[src/rtl/i2s_pkg.sv]
// Shared timing constants for the I2S transmitter.
// Latency: n/a (constants only).
// Backpressure: n/a.
package i2s_pkg;

    localparam int CNT_W    = 11;               // frame counter width (2048 clk per frame)
    localparam int SLOT_W   = 32;               // bit clocks per lrck half
    localparam int MCLK_BIT = 2;                // cnt bit giving clk/8
    localparam int SCLK_BIT = 4;                // cnt bit giving clk/32
    localparam int LRCK_BIT = 10;               // cnt bit giving clk/2048
    localparam int POS_W    = $clog2(SLOT_W);   // width of slot bit position

endpackage

[src/rtl/i2s_tx.sv]
// I2S transmitter: one-entry pending buffer feeding a fixed-rate stereo serializer.
// Latency: a pair accepted in frame N starts on sdata at cnt=32 of frame N+1.
// Backpressure: s_ready drops while the pending pair waits for the next frame-load edge.
//
// Ports:
//   clk, rst            system clock, synchronous active-high reset
//   s_valid/s_ready     sample-pair handshake; s_left/s_right two's complement samples
//   mclk, sclk, lrck    registered clock outputs (clk/8, clk/32, clk/2048); lrck=0 is left
//   sdata               serial data, MSB first after a one-bit delay in each slot
//   underrun            one-cycle pulse when a frame starts with nothing pending
module i2s_tx
    import i2s_pkg::*;
#(
    parameter int DATA_W = 24
) (
    input  logic              clk,
    input  logic              rst,
    input  logic              s_valid,
    output logic              s_ready,
    input  logic [DATA_W-1:0] s_left,
    input  logic [DATA_W-1:0] s_right,
    output logic              mclk,
    output logic              sclk,
    output logic              lrck,
    output logic              sdata,
    output logic              underrun
);

    localparam logic [DATA_W-1:0] MSB_MASK = {1'b1, {(DATA_W-1){1'b0}}};

    logic [CNT_W-1:0]  cnt_q, cnt_d;
    logic              mclk_q, sclk_q, lrck_q;
    logic              sdata_q, sdata_d;
    logic              underrun_q, underrun_d;
    logic              pend_full_q, pend_full_d;
    logic [DATA_W-1:0] pend_l_q, pend_l_d, pend_r_q, pend_r_d;
    logic [DATA_W-1:0] hold_l_q, hold_l_d, hold_r_q, hold_r_d;

    logic              frame_edge;   // cnt wraps 2047 -> 0
    logic              bit_edge;     // cnt[4:0] wraps 31 -> 0
    logic              xfer;
    logic [POS_W-1:0]  pos_d;        // slot bit position that starts after this edge
    logic              slot_d;       // 0 = left slot, 1 = right slot after this edge
    logic [DATA_W-1:0] sel;

    assign cnt_d      = cnt_q + CNT_W'(1);
    assign frame_edge = &cnt_q;
    assign bit_edge   = &cnt_q[SCLK_BIT:0];
    assign pos_d      = cnt_d[LRCK_BIT-1:SCLK_BIT+1];
    assign slot_d     = cnt_d[LRCK_BIT];
    assign sel        = slot_d ? hold_r_q : hold_l_q;

    // Gated with rst so the block never advertises space while held in reset.
    assign s_ready    = ~pend_full_q & ~rst;
    assign xfer       = s_valid & s_ready;

    always_comb begin
        pend_full_d = pend_full_q;
        pend_l_d    = pend_l_q;
        pend_r_d    = pend_r_q;
        hold_l_d    = hold_l_q;
        hold_r_d    = hold_r_q;
        underrun_d  = 1'b0;
        sdata_d     = sdata_q;

        // Position 0 is the I2S delay bit; positions 1..DATA_W walk the sample
        // MSB first. Shifting left by pos-1 puts the wanted bit at the MSB, and
        // positions past DATA_W shift everything out, giving the trailing zeros.
        if (bit_edge) begin
            sdata_d = (pos_d != '0) &&
                      (((sel << (pos_d - POS_W'(1))) & MSB_MASK) != '0);
        end

        // At the frame edge the next bit is the delay bit, so reloading hold
        // here never disturbs a bit being shifted out.
        if (frame_edge) begin
            if (pend_full_q) begin
                hold_l_d    = pend_l_q;
                hold_r_d    = pend_r_q;
                pend_full_d = 1'b0;
            end else begin
                hold_l_d   = '0;
                hold_r_d   = '0;
                underrun_d = 1'b1;
            end
        end

        // xfer implies pending was empty, so it never races the move above;
        // a pair arriving on the load edge waits a full frame (no bypass).
        if (xfer) begin
            pend_l_d    = s_left;
            pend_r_d    = s_right;
            pend_full_d = 1'b1;
        end
    end

    always_ff @(posedge clk) begin
        if (rst) begin
            cnt_q       <= '0;
            mclk_q      <= 1'b0;
            sclk_q      <= 1'b0;
            lrck_q      <= 1'b0;
            sdata_q     <= 1'b0;
            underrun_q  <= 1'b0;
            pend_full_q <= 1'b0;
            pend_l_q    <= '0;
            pend_r_q    <= '0;
            hold_l_q    <= '0;
            hold_r_q    <= '0;
        end else begin
            cnt_q       <= cnt_d;
            mclk_q      <= cnt_q[MCLK_BIT];
            sclk_q      <= cnt_q[SCLK_BIT];
            lrck_q      <= cnt_q[LRCK_BIT];
            sdata_q     <= sdata_d;
            underrun_q  <= underrun_d;
            pend_full_q <= pend_full_d;
            pend_l_q    <= pend_l_d;
            pend_r_q    <= pend_r_d;
            hold_l_q    <= hold_l_d;
            hold_r_q    <= hold_r_d;
        end
    end

    assign mclk     = mclk_q;
    assign sclk     = sclk_q;
    assign lrck     = lrck_q;
    assign sdata    = sdata_q;
    assign underrun = underrun_q;

endmodule
[config.mk]
export PLATFORM = sky130hd
export DESIGN_NAME = i2s_tx
export DESIGN_NICKNAME = d
export VERILOG_FILES = /design/src/rtl/i2s_pkg.sv /design/src/rtl/i2s_tx.sv
export SDC_FILE = /design/constraint.sdc
export NUM_CORES = 1
export LEC_CHECK = 0
export BUFFER_PORTS_ARGS = -buffer_cell sky130_fd_sc_hd__buf_2
export CORE_UTILIZATION = 60
export CTS_CLUSTER_SIZE = 40
export DETAILED_ROUTE_END_ITERATION = 8
export PLACE_DENSITY = 0.89
export SLEW_MARGIN = 40
export SYNTH_ARGS = -nofsm -noshare
export SYNTH_HDL_FRONTEND = slang
export SYNTH_SLANG_ARGS = --single-unit
[constraint.sdc]
create_clock -name clk -period 4.8 [get_ports clk]
set_input_delay 0.96 -clock clk [delete_from_list [all_inputs] [get_ports clk]]
set_output_delay 0.96 -clock clk [all_outputs]
set_load 0.005 [all_outputs]
# == Word level (Yosys, flattened, before mapping) ==
# Cells that the tools add are included.
# Widths: inputs -> output; s select.
# word_totals
out_inout_bits,6
register_bits,113
inputBits,51
# classes
n_bitwise,5
n_mux,6
add_sub_neg,2
reduce_logical,6
n_shift,1
# op_table
operator,n
$mux 24,3
$shl 24x5->24,1
$add 11x1->11 const B,1
$reduce_and 11->1,1
$reduce_and 5->1,1
$reduce_bool 5->1,1
$sub 5x1->5 const B,1
$mux 1,3
$not 1->1,3
$and 1x1->1,2
$reduce_bool 2->1,1
$reduce_or 2->1,1
$logic_and 1x1->1,1

# == Longest topological paths before layout ==
# logic_depth
ltp_word,4
ltp_mapped,12
mapped_depth_nobuf,11

# == Worst setup path before layout ==
# No wires, ideal clock.
# synth_path
path_type,reg2reg
from,register cnt_q[0]
to,"register sdata_q, in the netlist sdata"
path_slack_ns,2.273
arrival_time_ns,2.406
synth_period_minus_slack_ns,2.527
n_path_buf,0
stages_incl_launch_ff,11
path_cell_list,dfxtp_1 ha_1 nand2_1 nor2_1 xnor2_1 ha_1 a21oi_1 a32oi_1 a311o_1 a21oi_1 o31ai_1
# synth_via
elab_chain_cells,4
elab_cells_between_ends,7
cone_classes,add/sub (2); shift (1); mux (1); reduce/logical (3)
# synth_lines
element,line_no,text
from (decl),i2s_tx.sv:31,"logic [CNT_W-1:0] cnt_q, cnt_d;"
from (signal assigned),i2s_tx.sv:111,cnt_q <= cnt_d;
$add 11x1->11,i2s_tx.sv:46,assign cnt_d = cnt_q + CNT_W'(1);
$sub 5x1->5 or $mux 24 (tied branches),"i2s_tx.sv:71, i2s_tx.sv:51",
$shl 24x5->24,i2s_tx.sv:71,(((sel << (pos_d - POS_W'(1))) & MSB_MASK) != '0);
$logic_and 1x1->1,i2s_tx.sv:70,sdata_d = (pos_d != '0) &&
to (signal assigned),i2s_tx.sv:115,sdata_q <= sdata_d;
to (decl),i2s_tx.sv:33,"logic sdata_q, sdata_d;"
# Parallel ways exist; a longest one is shown, timed or not.
# A chain may end at the register's enable or synchronous reset.

# == Worst setup path in the final report ==
# Same ends and word-level chain as after synthesis.

==> results_dict.tcl <==
set metrics [dict create \
    cts_resized 0 \
    gr-total-overflow 0 \
    place.gp.congestion 0.917 \
    final_nets 679 \
    vdd_drop_max_mv 0.304 \
    ios 57 \
    start_util 0.636 \
    relSlewSlack 0.498 \
    hold_viol 0 \
    first_iter_violations 273 \
    syn_inst 590 \
    setup.worst_path.end "sdata$_SDFFE_PP0P_" \
    finalClockSkew_ns 0.00733 \
    dp_hpwl_mm 7.08 \
    clkSinkCount 113 \
    status "finished, final reports clean" \
    ant_nets 0 \
    cp-start-kind "flip-flop" \
    crit_arrival_ns 3.39 \
    cts_buffers 17 \
    antenna_found_initial 0 \
    fin_cells 736 \
    finalCritPeriodShare 0.625 \
    hp-class "flip-flop to flip-flop" \
    floorplan.die_area_mm2 0.00821 \
    grt_pass1_vias 4003 \
    fin_util 0.754 \
    grt_pass1_wl_mm 18.8 \
    yosysTopAreaCellShare 0.480 \
    std_cell_rows 31 \
    clkPwrFrac 0.549 \
    rsz0062_at_grt "no" \
    worstSetupStartpoint "cnt_q[0]$_SDFF_PP0_" \
    fin_crit_ns 3.00 \
    yosysTopAreaCell "dfxtp_1" \
    reg2reg_to "sdata$_SDFFE_PP0P_" \
    cts_tree "yes" \
    seq_power_share 0.414 \
    p_leak_nw 2.09 \
    clk_latency_ns 0.51 \
    grt_start_max_net_pins 77 \
    syn_area_mm2 0.00471 \
    reg2reg_depth 10 \
    vias 4219 \
    maxSlewViolCount 0 \
    dp_worst_setup_slack_ns 1.90 \
    syn_nets 644 \
    ys_seq_area_frac 0.480 \
    die_width_um 90.6 \
    viasPerCell 5.73 \
    post_cts_buffers 0 \
    cp_data_required_time_ns 5.19 \
    drv_cap 0 \
    die_y_um 90.6 \
    yosys_warnings 0 \
    pwr_density_cell_mw_per_mm2 427 \
    num_antenna_cells 0 \
    r2r_start "cnt_q[0]$_SDFF_PP0_" \
    ys_ff_latch 113 \
    syn2layout_area_growth_pct 18.7 \
    ys.flop_type "dfxtp_1" \
    htree_levels 4 \
    wl_mm 11.0 \
    intPower_w 0.00190 \
    worst_slack_ns 1.80 \
    place.port_buffers 56 \
    max_slew.worst_pin.slew_ns 0.753 \
    wl_per_cell_um 15.0 \
    clock_path_buffers 2 \
    drc 0 \
    p_switching_w 0.000490 \
    syn_avg_cell_area_um2 7.98 \
    critPathKind "flip-flop to flip-flop" \
    synthArstFlopShare 0 \
    post_synth_num_cell_types 46 \
    setup_viol_count_final 0 \
    synthTopCellsByArea "dfxtp_1, nand2_1, nand3_1" \
    ys_top_cells_by_count "nand2_1, dfxtp_1, nand3_1" \
    fmax_mhz 333 \
    critical_path.max_fanout 6 \
    cts_root_buffer "clkbuf_8" \
    end_kind "flip-flop" \
    drive_above_1_share 0.163 \
    drtPass1Iterations 5 \
    dp.cells 705 \
    core_area_mm2 0.00741 \
    yosysMostFrequentCell "nand2_1" \
    p_sw_frac 0.205 \
    nFillCells 550 \
    grt_use_total 0.289 \
    hold_buffers 0 \
    rrSetupSlack_ns 1.80 \
    register_area_mm2 0.00226 \
    synth_edf_count 0 \
    multiInputGateArea_mm2 0.00225 \
    tns_ns 0 \
    finalHoldWorstSlack_ns 0.448 \
    comb_power_share 0.037 \
    path_clk_slew_ns 0.05 \
]
[layout make-up]
class,count,share of cell area
clock buffers,22,0.0847
clock inverters,9,0.0275
inverters,2,0.00134
multi-input cells,430,0.402
flip-flops and latches,113,0.405
well taps,99,0.0222
repair buffers,61,0.0569
[through the flow]
stage	area, um2	total power (W)
after floorplan	4710	0.00106
after global placement	4960	0.00109
after detailed placement	4960	0.00109
after CTS	5590	0.00240
after global routing	5590	0.00246
final	5590	0.00239
[registers in the layout (all words and copies together) (netlist names), 11 cells and up]
name and flops:
pend_l_q 24, hold_r_q 24, cnt_q 11, hold_l_q 24, pend_r_q 24
[cell usage in the layout (no fill, tap or decap), drive strengths merged, types with 2 or more instances in the layout]
master    count
ha            3
a31oi         2
a32o          4
and2          3
buf          61
nand2b       11
nor4          2
clkinvlp      2
nand2       156
a32oi         3
xor2          6
mux2i        10
inv           2
or3           2
clkbuf       22
o31ai         3
nor2b         4
xnor2         3
bufinv        4
clkinv        3
nand4         5
o21ai        61
and3          4
nor2         16
dfxtp       113
a221oi        2
nor3          4
nand3        69
a21oi        50
[power groups by stage]
stage / registers (W) / clock network, W / logic [W]
3_5_place_dp: 0.00101 / 0 / 0.0000860
2_1_floorplan: 0.00100 / 0 / 0.0000556
6_report: 0.000988 / 0.00131 / 0.0000875
4_1_cts: 0.000988 / 0.00132 / 0.0000874
3_3_place_gp: 0.00101 / 0 / 0.0000815
5_1_grt: 0.000991 / 0.00137 / 0.0000994
[per-layer routing]
layer	track usage	vias to the layer above	share of wire
met5	0	-	0
met4	0.103	0	0.015
met3	0.0673	21	0.043
met2	0.499	113	0.50
met1	0.351	1994	0.44
li1	-	2091	-
[worst max-delay path, stage by stage (launching register included)]
cell and delay [ns]:
dfxtp_1 0.37, ha_1 0.27, nand2_1 0.21, nor2_1 0.31
xnor2_1 0.14, ha_1 0.34, a21boi_1 0.47, a32oi_1 0.13
a311o_1 0.38, a21oi_1 0.17, o31ai_1 0.09
[worst min-delay path by stage]
stage                                    startpoint                         to  slack (ns)  cells after the start
after floorplan           hold_r_q[10]$_SDFFE_PP0P_  hold_r_q[10]$_SDFFE_PP0P_        0.43                      2
after global placement     hold_r_q[6]$_SDFFE_PP0P_   hold_r_q[6]$_SDFFE_PP0P_        0.44                      2
after detailed placement  hold_r_q[16]$_SDFFE_PP0P_  hold_r_q[16]$_SDFFE_PP0P_        0.44                      2
after CTS                 hold_r_q[11]$_SDFFE_PP0P_  hold_r_q[11]$_SDFFE_PP0P_        0.45                      2
after global routing       hold_r_q[3]$_SDFFE_PP0P_   hold_r_q[3]$_SDFFE_PP0P_        0.47                      2
final                     hold_r_q[16]$_SDFFE_PP0P_  hold_r_q[16]$_SDFFE_PP0P_        0.45                      2
[cell families after synthesis]
group / Yosys count / share of synthesized area
and+or+nand+nor: 278 / 0.271
AOI/OAI and AO/OA: 130 / 0.159
DFF: 113 / 0.480
buffers and inverters: 47 / 0.0438
muxes: 10 / 0.0213
xor gates and xnor gates: 9 / 0.0167
adders and majority gates: 3 / 0.00797
(Power assumes the default switching activity.)
